File: config.mk
export PLATFORM = sky130hd
export DESIGN_NAME = exu_alu_dpath_arb
export DESIGN_NICKNAME = d
export VERILOG_FILES = /design/src/rtl/exu_alu_dpath_arb.sv
export SDC_FILE = /design/constraint.sdc
export NUM_CORES = 1
export LEC_CHECK = 0
export CELL_PAD_IN_SITES_DETAIL_PLACEMENT = 1
export CELL_PAD_IN_SITES_GLOBAL_PLACEMENT = 1
export CORE_AREA = 2 2 50 52
export DETAILED_ROUTE_END_ITERATION = 12
export DIE_AREA = 0 0 52 54
export DONT_BUFFER_PORTS = 1
export PLACE_DENSITY = 0.79
export SYNTH_ARGS = -nofsm -noshare
export SYNTH_HDL_FRONTEND = slang
export SYNTH_SLANG_ARGS = --single-unit
File: constraint.sdc
create_clock -name clk -period 4.55 [get_ports clk]
set_clock_uncertainty 0.2 [all_clocks]
set_input_delay 0.91 -clock clk [delete_from_list [all_inputs] [get_ports clk]]
set_output_delay 0.91 -clock clk [all_outputs]
set_load 0.005 [all_outputs]
File: src/rtl/exu_alu_dpath_arb.sv
// -----------------------------------------------------------------------------
// exu_alu_dpath_arb
//
// Arbiter and sequencer for the shared, purely combinational ALU datapath.
// Four requesters (ALU, BJP, AGU, MULDIV) compete for the datapath. At most
// one of them is granted per cycle, with zero-cycle latency, because the
// datapath result is consumed in the same cycle as the grant.
//
// AGU and MULDIV may lock the datapath across several beats, for AMO
// sequences and divide iterations respectively. A watchdog forces a lock to
// release after LOCK_TIMEOUT consecutive locked cycles.
//
// Parameters
//   LOCK_TIMEOUT   locked cycles before a forced release (2..255)
//   CNT_W          watchdog counter width, 2**CNT_W > LOCK_TIMEOUT
//
// Ports
//   clk, rst                     clock, asynchronous active-high reset
//   <req>_arb_vld / _arb_rdy     request / grant per requester (vld & rdy)
//   agu_arb_lock, muldiv_arb_lock  keep the datapath after this beat
//   <req>_req_alu                one-hot datapath selects (equal to rdy)
//   arb_owner                    index of the last granted requester
//                                (0 ALU, 1 BJP, 2 AGU, 3 MULDIV)
//   arb_locked                   registered lock state
//   lock_tmo_err / lock_tmo_clr  sticky watchdog flag and its clear
// -----------------------------------------------------------------------------
module exu_alu_dpath_arb #(
   parameter int LOCK_TIMEOUT = 64,
   parameter int CNT_W        = 8
) (
   input  logic       clk,
   input  logic       rst,
   input  logic       alu_arb_vld,
   output logic       alu_arb_rdy,
   input  logic       bjp_arb_vld,
   output logic       bjp_arb_rdy,
   input  logic       agu_arb_vld,
   input  logic       agu_arb_lock,
   output logic       agu_arb_rdy,
   input  logic       muldiv_arb_vld,
   input  logic       muldiv_arb_lock,
   output logic       muldiv_arb_rdy,
   output logic       alu_req_alu,
   output logic       bjp_req_alu,
   output logic       agu_req_alu,
   output logic       muldiv_req_alu,
   output logic [1:0] arb_owner,
   output logic       arb_locked,
   output logic       lock_tmo_err,
   input  logic       lock_tmo_clr
);

   localparam logic [0:0] ST_ARB    = 1'b0;
   localparam logic [0:0] ST_LOCKED = 1'b1;

   localparam logic [CNT_W-1:0] TMO_CNT = CNT_W'(LOCK_TIMEOUT);

   logic [0:0]       state_reg,      state_next;
   logic [1:0]       rr_ptr_reg,     rr_ptr_next;
   logic [1:0]       lock_owner_reg, lock_owner_next;
   logic [CNT_W-1:0] lock_cnt_reg,   lock_cnt_next;
   logic [1:0]       arb_owner_reg,  arb_owner_next;
   logic             tmo_err_reg,    tmo_err_next;

   logic [3:0] vld_vec;
   logic [3:0] lock_vec;
   logic [3:0] gnt_vec;
   logic [1:0] pick_idx;
   logic       pick_vld;
   logic [1:0] grant_idx;
   logic       grant_vld;
   logic       grant_lock;
   logic       tmo_hit;

   assign vld_vec  = {muldiv_arb_vld, agu_arb_vld, bjp_arb_vld, alu_arb_vld};
   // ALU and BJP have no lock input, so they can never enter LOCKED.
   assign lock_vec = {muldiv_arb_lock, agu_arb_lock, 2'b00};

   // Round-robin search starting at rr_ptr. Iterating from the farthest
   // candidate down to the nearest lets the nearest valid requester win.
   always_comb begin
      logic [1:0] idx;
      pick_idx = 2'd0;
      pick_vld = 1'b0;
      idx      = 2'd0;
      for (int k = 3; k >= 0; k--) begin
         idx = rr_ptr_reg + 2'(k);
         if (vld_vec[idx]) begin
            pick_idx = idx;
            pick_vld = 1'b1;
         end
      end
   end

   // While locked only the owner may be granted; a missing owner vld is a
   // stall bubble and simply produces no grant.
   always_comb begin
      if (state_reg == ST_LOCKED) begin
         grant_idx = lock_owner_reg;
         grant_vld = vld_vec[lock_owner_reg];
      end else begin
         grant_idx = pick_idx;
         grant_vld = pick_vld;
      end
   end

   // The lock input is only consulted once a grant exists, so rdy never
   // depends on the requester's own lock.
   assign grant_lock = grant_vld & lock_vec[grant_idx];
   assign tmo_hit    = (state_reg == ST_LOCKED) && (lock_cnt_reg >= TMO_CNT);

   // One-hot grant vector; held low while reset is asserted.
   generate
      for (genvar gi = 0; gi < 4; gi++) begin : g_gnt
         assign gnt_vec[gi] = grant_vld & (grant_idx == 2'(gi)) & ~rst;
      end
   endgenerate

   always_comb begin
      state_next      = state_reg;
      rr_ptr_next     = rr_ptr_reg;
      lock_owner_next = lock_owner_reg;
      lock_cnt_next   = lock_cnt_reg;
      arb_owner_next  = arb_owner_reg;
      tmo_err_next    = tmo_err_reg;

      if (grant_vld) begin
         arb_owner_next = grant_idx;
      end

      if (state_reg == ST_ARB) begin
         if (grant_lock) begin
            // rr_ptr advances only when the locked sequence ends.
            state_next      = ST_LOCKED;
            lock_owner_next = grant_idx;
            lock_cnt_next   = CNT_W'(1);
         end else if (grant_vld) begin
            rr_ptr_next = grant_idx + 2'd1;
         end
      end else begin
         if (tmo_hit) begin
            // Forced release: a grant on this cycle is the final beat even
            // if the owner still asks to keep the lock.
            state_next    = ST_ARB;
            rr_ptr_next   = lock_owner_reg + 2'd1;
            lock_cnt_next = '0;
            tmo_err_next  = 1'b1;
         end else if (grant_vld && !grant_lock) begin
            state_next    = ST_ARB;
            rr_ptr_next   = lock_owner_reg + 2'd1;
            lock_cnt_next = '0;
         end else begin
            lock_cnt_next = lock_cnt_reg + CNT_W'(1);
         end
      end

      // A new timeout wins over a simultaneous clear.
      if (lock_tmo_clr && !(tmo_hit)) begin
         tmo_err_next = 1'b0;
      end
   end

   always_ff @(posedge clk or posedge rst) begin
      if (rst) begin
         state_reg      <= ST_ARB;
         rr_ptr_reg     <= 2'd0;
         lock_owner_reg <= 2'd0;
         lock_cnt_reg   <= '0;
         arb_owner_reg  <= 2'd0;
         tmo_err_reg    <= 1'b0;
      end else begin
         state_reg      <= state_next;
         rr_ptr_reg     <= rr_ptr_next;
         lock_owner_reg <= lock_owner_next;
         lock_cnt_reg   <= lock_cnt_next;
         arb_owner_reg  <= arb_owner_next;
         tmo_err_reg    <= tmo_err_next;
      end
   end

   assign alu_arb_rdy    = gnt_vec[0];
   assign bjp_arb_rdy    = gnt_vec[1];
   assign agu_arb_rdy    = gnt_vec[2];
   assign muldiv_arb_rdy = gnt_vec[3];

   assign alu_req_alu    = gnt_vec[0];
   assign bjp_req_alu    = gnt_vec[1];
   assign agu_req_alu    = gnt_vec[2];
   assign muldiv_req_alu = gnt_vec[3];

   assign arb_owner    = arb_owner_reg;
   assign arb_locked   = (state_reg == ST_LOCKED);
   assign lock_tmo_err = tmo_err_reg;

endmodule

; ---- Word level (Yosys, flattened, before mapping)
; Cells that the tools add are included.
[op_classes]
n_bitwise = 11
add_sub_neg = 6
n_mux = 38
n_lt_le_gt_ge = 7
reduce_logical = 13
eq_ne = 5
[op_table]
columns = cell, n
row1 = two-way mux 8 bit, 4
row2 = two-way mux 2 bit, 10
row3 = < comparator 2 x 3 -> 1 bit (second input constant), 6
row4 = two-way mux 1 bit, 18
row5 = binary-select mux 1 bit (select 2 bit), 6
row6 = bitwise AND 1 bit, 9
row7 = adder 8 x 1 -> 8 bit (second input constant), 1
row8 = >= comparator 8 x 7 -> 1 bit (second input constant), 1
row9 = nonzero test 2 bit, 4
row10 = adder 2 x 1 -> 2 bit (second input constant), 3
row11 = adder 2 bit (second input constant), 2
row12 = equality test 2 bit (second input constant), 2
row13 = AND reduction 2 bit, 2
row14 = logical AND 1 bit, 3
row15 = inequality test 3 x 1 -> 1 bit (second input constant), 1
row16 = AND reduction 3 bit, 1
row17 = equality test 2 x 1 -> 1 bit (second input constant), 1
row18 = zero test 1 bit, 2
row19 = zero test 2 bit, 1
row20 = inequality test 2 bit (second input constant), 1
row21 = NOT 1 bit, 2
[word_totals]
ff_bits = 16

; ---- Longest topological paths before layout
; Gate-level depths: netlist of the first run.
[logic_depth]
ltp_word = 16
mapped_depth = 9
mapped_depth_nobuf = 9

; ---- Least setup slack after synthesis of the first run
; No wires, ideal clock.
[synth_path]
path_kind = input to output
start = input alu_arb_vld
end = output bjp_req_alu
setup_slack_ns = 1.282
required_ns = 3.440
stages = 8
t_arrival_ns = 2.158
path_cell_list = or2b_1 -> a21oi_1 -> nor3_2 -> a21boi_2 -> inv_2 -> ha_1 -> and3_1 -> buf_4
[synth_between]
elab_chain_cells = 10
elab_cells_between_ends = 23
cone_classes = 1 x eq/ne / 20 x mux / 2 x bitwise
[synth_rtl]
columns = item, line_no
row1 = from (decl), 33  ; input logic alu_arb_vld,
row2 = binary-select mux 1 bit (select 2 bit), 88  ; if (vld_vec[idx]) begin
row3 = two-way mux 1 bit (not written as such), 88
row4 = two-way mux 2 bit (3 in a row), 88
row5 = two-way mux 2 bit *, 88
row6 = two-way mux 2 bit *, 98  ; if (state_reg == ST_LOCKED) begin
row7 = net grant_idx[0], 70  ; logic [1:0] grant_idx;
row8 = equality test 2 x 1 -> 1 bit *, 115  ; assign gnt_vec[gi] = grant_vld & (grant_idx == 2'(gi)) & ~rst;
row9 = bitwise AND 1 bit * (2 in a row), 115
row10 = to (decl), 44  ; output logic bjp_req_alu,
; The timed path passes the listed nets; every way through them passes the cells marked *. The select of a mux whose other input is x is not followed.

; ---- Final worst setup path of the first run
[layout_path]
start = input muldiv_arb_vld
end = output agu_arb_rdy
[layout_between]
elab_chain_cells = 10
elab_cells_between_ends = 23
cone_classes = 1 x eq/ne / 20 x mux / 2 x bitwise
[layout_rtl]
columns = item, line_no
row1 = from (decl), 40  ; input logic muldiv_arb_vld,
row2 = binary-select mux 1 bit (select 2 bit), 88
row3 = two-way mux 1 bit (not written as such), 88
row4 = two-way mux 2 bit (4 in a row), 88
row5 = two-way mux 2 bit, 98
row6 = equality test 2 bit, 115
row7 = bitwise AND 1 bit * (2 in a row), 115
row8 = to (decl), 39  ; output logic agu_arb_rdy,
; Mark *: on every way between the ends. The rest lies on a longest branch, timed or not. The select of a mux whose other input is x is not followed.

==> summary.txt, run 1 <==
Yosys
  • Syn avg cell area: 9.58 µm²
  • Syn nets: 125
  • Asr flop ratio synth: 100%
  • Post-Syn Area: 1060 µm²
  • Number of synthesized flops with an enable pin: 0
  • FF+latch count, synth: 16
  • Sequential fraction of the synthesis area: 37.6%
  • Top FF cell, synth: dfrtp_1
  • Synthesized instance count: 111
  • Cell variety after synth: 40
  • Synth warnings: 0

Power and ir drop
  • Pwr per Cell Area: 602 nW/µm²
  • Leakage: 0.465 nW
  • Worst vdd ir: 0.304 mV

Layout
  • Fraction of layout cells with a size suffix above 1: 16.5%
  • Post-layout util: 46.9%
  • Max FFs per register: 8
  • Layout Nets: 125
  • Syn-to-layout area delta: 2.35%
  • Ant. Diodes: 0

Drt
  • ANT nets after route: 0
  • Vias per cell: 5.69
  • Wire per inst: 17.0 µm
  • Vias: 791
  • DRC Markers: 0
  • DRT Pass-1 Iters: 5
  • Initial DRC count: 4
  • Total wire length: 2.36 mm

Setup path
  • Crit Path Max Fanout: 8
  • Worst Path Required: 3440 ps
  • Kind of critical path: in2out
  • Worst Path Arrival: 2240 ps
  • R2R Path Start: rr_ptr_reg[0]$_DFFE_PP0P_
  • Critical path capture point type: output pin
  • Critical path launch point type: input pin
  • Worst reg2reg setup slack: 1940 ps
  • Register-to-Register Path Depth: 9
  • Reg2Reg Capture Point: lock_cnt_reg[5]$_DFFE_PP0P_

Placed design
  • HPWL Detailed: 1.81 mm
  • RD Place Congestion: 0.762
  • PortBufs: 0
  • Pre-CTS setup slack: 1200 ps

Timing
  • RSZ-0062 raised after global routing: no
  • Slew HR: 52.5%
  • Max Freq: 0.299 GHz
  • Hold Vio Cnt, Final: 0
  • Worst-Margin Slew: 712 ps
  • Max-slew violations: 0
  • Setup violators final: 0
  • Final min period: 3350 ps
  • Final Cycle Share: 73.5%
  • PnR worst setup slack: 1200 ps
  • Hold WS: 336 ps
  • Fin Setup TNS: 0 ps

Clock network
  • Htree depth: 1
  • Sink Count: 16
  • Clock Tree Buf Depth: 2
  • CTS tree: built
  • Worst skew pair latency: 280 ps
  • Root buffer cell: clkbuf_4
  • # hold bufs at CTS: 0
  • Setup bufs post-CTS: 0
  • Worst-path clk slew: 90 ps
  • Num CTS Buffers: 3
  • CTS resizes: 0

Hold path
  • Min-delay worst type: reg2reg
  • HP Start: lock_cnt_reg[6]$_DFFE_PP0P_
  • Hold path cells: 1
  • Hold endpoint: lock_cnt_reg[6]$_DFFE_PP0P_

Floorplan
  • Core footprint: 2320 µm²
  • Die Ht: 54 µm
  • Width of the chip: 52 µm
  • IO Count: 21
  • Die area: 2810 µm²
  • Initial core utilization: 45.8%
  • # rows: 18

GRT
  • Initial antenna violation count: 0
  • Overflow after GRT: 0
  • Global-route wire length before repair: 3.77 mm
  • Overall Global Routing Usage: 18.5%
  • Vias in the first global route: 849
  • Largest net degree at the start of global routing: 21

Job
  • Number of max-cap violations: 0

Run status
  • Status: completed
-- through the flow --
stage,std cells,total power [mW],instance area [µm²]
floorplan,111,0.519,1060
global placement,136,0.568,1070
detailed placement,136,0.587,1070
CTS,139,0.665,1090
global route,139,0.714,1090
finish,139,0.655,1090
-- cell families after synthesis --
family / share of synthesized area, %
compound gates: 15.2
xor+xnor: 0.824
fa+ha+maj: 5.88
buf+inv: 5.76
flops: 37.6
mux: 8.82
simple gates: 25.9
-- worst max-delay path, cell delays in order --
cell	delay, ps
nor2_1	160
nor4b_2	550
nor2_1	310
and3_1	310
-- worst max path at each step --
stage          depth (start not counted)      startpoint  slack (ps)        endpoint
2_1_floorplan                          8     alu_arb_vld        1280     bjp_req_alu
3_3_place_gp                           7     alu_arb_vld        1260     agu_arb_rdy
3_5_place_dp                           4  muldiv_arb_vld        1200     agu_arb_rdy
4_1_cts                                7     alu_arb_vld        1210  muldiv_req_alu
5_1_grt                                4  muldiv_arb_vld        1000     alu_req_alu
6_report                               4  muldiv_arb_vld        1200     agu_arb_rdy
-- power breakdown --
group / switching (mW) / internal (mW)
combinational: 0.196 / 0.143
sequential: 0.0608 / 0.181
clock: 0.0438 / 0.0307
total: 0.301 / 0.354
-- cell type report --
cell class / instances / area [µm²]
Inverter: 7 / 26.3
Sequential cell: 16 / 400
Clock buffer: 3 / 22.5
Tap cell: 30 / 37.5
Fill cell: 273 / 1230
Multi-Input combinational cell: 83 / 602
-- Yosys cell counts, types with 2 or more instances --
cell type / count / area (µm²)
dfrtp_1: 16 / 400
nand2_1: 14 / 52.6
nor2_1: 11 / 41.3
inv_1: 6 / 22.5
and3_1: 5 / 31.3
ha_1: 5 / 62.6
o21ai_0: 5 / 25.0
a21oi_1: 4 / 20.0
buf_4: 4 / 30.0
nand3_1: 4 / 20.0
mux2_1: 3 / 33.8
or2b_1: 3 / 22.5
nand4_1: 2 / 12.5
o211ai_1: 2 / 15.0
or2_2: 2 / 12.5
-- placed cells by master (no fill, tap or decap), types with 2 or more instances in the layout --
| cell | instances |
|---|---|
| and3_1 | 5 |
| or2b_1 | 3 |
| o211ai_1 | 2 |
| clkbuf_4 | 3 |
| mux2_1 | 3 |
| nor2_1 | 11 |
| inv_1 | 6 |
| o21ai_0 | 5 |
| ha_1 | 5 |
| or2_2 | 2 |
| a21oi_1 | 4 |
| nand2_1 | 14 |
| nand3_1 | 4 |
| nand4_1 | 2 |
| dfrtp_1 | 16 |
-- layer usage --
| metal | part of all wire [%] | vias to the layer above | track usage [%] | wire, µm |
|---|---|---|---|---|
| li1 | - | 385 | - | - |
| met1 | 44 | 391 | 21.2 | 1040 |
| met2 | 53 | 11 | 34.6 | 1250 |
| met3 | 2.2 | 4 | 3.06 | 53 |
| met4 | 0.93 | 0 | 6.58 | 22 |
| met5 | 0 | - | 0 | 0 |
Power figures use the tool's default switching activity.
==> run 2: changes to the inputs <==
--- a/config.mk
+++ b/config.mk
@@ -5,13 +5,14 @@
 export SDC_FILE = /design/constraint.sdc
 export NUM_CORES = 1
 export LEC_CHECK = 0
+export ABC_AREA = 1
 export CELL_PAD_IN_SITES_DETAIL_PLACEMENT = 1
 export CELL_PAD_IN_SITES_GLOBAL_PLACEMENT = 1
-export CORE_AREA = 2 2 50 52
+export CORE_AREA = 2 2 54 56
 export DETAILED_ROUTE_END_ITERATION = 12
-export DIE_AREA = 0 0 52 54
+export DIE_AREA = 0 0 56 58
 export DONT_BUFFER_PORTS = 1
-export PLACE_DENSITY = 0.79
+export PLACE_DENSITY = 0.77
 export SYNTH_ARGS = -nofsm -noshare
 export SYNTH_HDL_FRONTEND = slang
 export SYNTH_SLANG_ARGS = --single-unit
==> constraint.sdc (replaced) <==
create_clock -name clk -period 3.1 [get_ports clk]
set_clock_uncertainty 0.2 [all_clocks]
set_input_delay 0.62 -clock clk [delete_from_list [all_inputs] [get_ports clk]]
set_output_delay 0.62 -clock clk [all_outputs]
set_load 0.005 [all_outputs]
==> run 2 against run 1 <==
  * Clock power grew 48%
  * Via count up 21%
  * Worst setup slack lost 970 ps
  * Global-route usage is 0.76 points lower
  * Critical path depth up 7
  * Largest power group unchanged
  * Die area rose by 16%
  * Power up 110%
==> summary.txt, run 2 <==
Setup path
  • Critical path capture point type: output pin
  • CP cell instances: buf_4 > o21ai_2 > nand2_1 > nand3_2 > nand2_1 > nand2_1 > nand3_2 > nand2_4 > ha_1 > inv_1 > nor2_1
  • Crit path max-delay cell type: dfrtp_2
  • Critical path launch point type: register
  • Crit Path Max Fanout: 6
  • Max stage delay on crit path: 450 ps
  • Kind of critical path: reg2out
  • CP most frequent cell: nand2_1
  • Reg2Reg Capture Point: rr_ptr_reg[1]$_DFFE_PP0P_
  • Worst Path Arrival: 2050 ps
  • Worst reg2reg setup slack: 890 ps
  • CP startpoint: rr_ptr_reg[0]$_DFFE_PP0P_
  • Worst Path Required: 2280 ps
  • Register-to-Register Path Depth: 12
  • R2R Path Start: rr_ptr_reg[0]$_DFFE_PP0P_

GRT
  • Busiest grt layer: met2
  • Global-route wire length before repair: 4.54 mm
  • Vias in the first global route: 1051
  • GR Layer Usage met3: 2.90%
  • Largest net degree at the start of global routing: 17
  • GR Util met1: 20.4%
  • Initial antenna violation count: 0
  • Met2 global-route usage: 32.8%
  • Overall Global Routing Usage: 17.8%
  • Overflow after GRT: 0

Yosys
  • Post-synthesis compound-gate area fraction: 10.8%
  • FF+latch count, synth: 16
  • Post-synth top area share: 34.4%
  • Post-Syn Area: 1160 µm²
  • Synthesized-area fraction occupied by adder cells: 5.38%
  • Synthesized instance count: 154
  • Synth warnings: 0
  • Most area-hungry cell type in the Yosys netlist: dfrtp_1
  • Top FF cell, synth: dfrtp_1
  • Cell variety after synth: 24
  • Post-Synth XOR/XNOR Area: 3.76%
  • Number of synthesized flops with an enable pin: 0
  • Syn avg cell area: 7.56 µm²
  • Most frequent cell after synthesis: nand2_1
  • Sequential fraction of the synthesis area: 34.4%
  • Synth top area cells: dfrtp_1 (34%), nand2_1 (9.7%), inv_1 (7.4%), ha_1 (5.4%), nand3_1 (5.2%)
  • Asr flop ratio synth: 100%
  • Main combinational cell family by area after synthesis: simple AND/OR/NAND/NOR gates
  • Multiplexer area fraction after synthesis: 0%
  • Syn nets: 168
  • Synth Area in Simple Gates: 32.8%
  • Top post-synthesis cells by count: nand2_1 (30), inv_1 (23), dfrtp_1 (16)

Clock network
  • Root buffer cell: clkbuf_4
  • Htree depth: 1
  • # hold bufs at CTS: 0
  • Worst skew pair latency: 290 ps
  • Num CTS Buffers: 3
  • CTS tree: built
  • Sink Count: 16
  • Worst-path clk slew: 90 ps
  • Clock Tree Buf Depth: 2

Drt
  • Vias: 955
  • Wire per inst: 13.9 µm
  • DRT Pass-1 Iters: 4
  • Initial DRC count: 11
  • DRC Markers: 0
  • Total wire length: 2.58 mm
  • ANT nets after route: 0
  • Vias per cell: 5.13

Power and ir drop
  • Pwr per Cell Area: 1110 nW/µm²
  • Sw Ratio: 54.5%
  • Net Sw Power: 0.734 mW
  • Total Power: 1.35 mW
  • Worst vdd ir: 0.489 mV
  • Seq pwr share: 24.9%
  • Combinational Power Share: 66.9%
  • Clk pwr share: 8.2%
  • Leakage: 0.621 nW
  • Internal power: 0.613 mW

Timing
  • Setup violators final: 0
  • RSZ-0062 raised after global routing: no
  • Slew HR: 63.3%
  • Fin Setup TNS: 0 ps
  • Hold Vio Cnt, Final: 0
  • Max-slew violations: 0
  • Final min period: 2870 ps
  • Worst-Margin Slew: 544 ps
  • Final Cycle Share: 92.4%
  • Max Freq: 0.349 GHz

Layout
  • Max FFs per register: 8
  • Syn-to-layout area delta: 4.41%
  • Commonest non-fill, non-tap cell in the layout: nand2_1
  • Fraction of layout cells with a size suffix above 1: 23.2%
  • Ant. Diodes: 0
  • Most frequent cells in the layout: nand2_1 (30), inv_1 (23), dfrtp_1 (15)
  • Layout Nets: 171

Job
  • Number of max-cap violations: 0

Floorplan
  • IO Count: 21
  • Width of the chip: 56 µm
  • Initial core utilization: 43.7%
  • # rows: 19
  • Die area: 3250 µm²
  • Die Ht: 58 µm
  • Core footprint: 2660 µm²

Hold path
  • Min-delay worst type: in2async

Run status
  • Status: completed

Placed design
  • RD Place Congestion: 0.797
  • HPWL Detailed: 2.15 mm
  • PortBufs: 0
==> run 2: worst max-delay path by stage <==
stage / to / depth (start not counted) / slack, ps
floorplan: muldiv_req_alu / 13 / 520
global placement: muldiv_req_alu / 13 / 400
detailed placement: muldiv_arb_rdy / 13 / 280
CTS: muldiv_arb_rdy / 14 / 100
global route: muldiv_req_alu / 14 / 20
finish: agu_arb_rdy / 11 / 230
==> run 2: critical path: cells and delay by family, from the launching register on <==
family	cells	cell delay, ps
flip-flops	1	450
adder cells (fa/ha/maj)	1	150
AND/OR/NAND/NOR	7	780
AO/OA/AOI/OAI	1	180
buffers and inverters	2	180
==> run 2: area by class of cell <==
class                           instances  area, µm²
Tap cell                               31       38.8
Sequential cell                        16        402
Multi-Input combinational cell        105        618
Timing Repair Buffer                    4       30.0
Clock buffer                            3       22.5
Fill cell                             357       1450
Inverter                               27        104
==> run 2: metrics by stage <==
step / cell area (µm²) / utilization [%] / hold slack (ps) / cells / worst slack (ps)
floorplan: 1160 / - / 268 / 154 / 517
global placement: 1160 / 43.7 / 285 / 180 / 401
detailed placement: 1160 / 43.7 / 307 / 180 / 283
CTS: 1190 / 44.6 / 85.3 / 183 / 101
global route: 1210 / 45.6 / 95.5 / 186 / 18.9
finish: 1210 / 45.6 / 75.4 / 186 / 234
==> run 2: cell families after synthesis <==
family,Yosys count
AO/OA/AOI/OAI,22
XOR/XNOR,5
buffers and inverters,33
AND/OR/NAND/NOR,73
adder cells (fa/ha/maj),5
flip-flops,16
==> run 2: timing repair <==
action / in CTS / in global routing
buffers inserted: 0 / 3
hold endpoints to repair: 0 / 0
setup endpoints to repair: 8 / 8
pin swaps: 0 / 0
gates cloned: 0 / 0
gates resized for setup: 1 / 2
==> run 2: power groups by stage <==
| stage | Sequential [mW] | Clock, mW | Combinational (mW) |
|---|---|---|---|
| after floorplan | 0.310 | 0 | 0.749 |
| after global placement | 0.350 | 0 | 0.826 |
| after detailed placement | 0.355 | 0 | 0.855 |
| after CTS | 0.352 | 0.116 | 0.858 |
| after global routing | 0.344 | 0.118 | 1.03 |
| final | 0.335 | 0.110 | 0.902 |
==> run 2: routing by layer <==
layer	share of wire, %	routed length, µm
met1	41	1070
met2	54	1390
met3	3.4	89
met4	1.4	35
met5	0	0
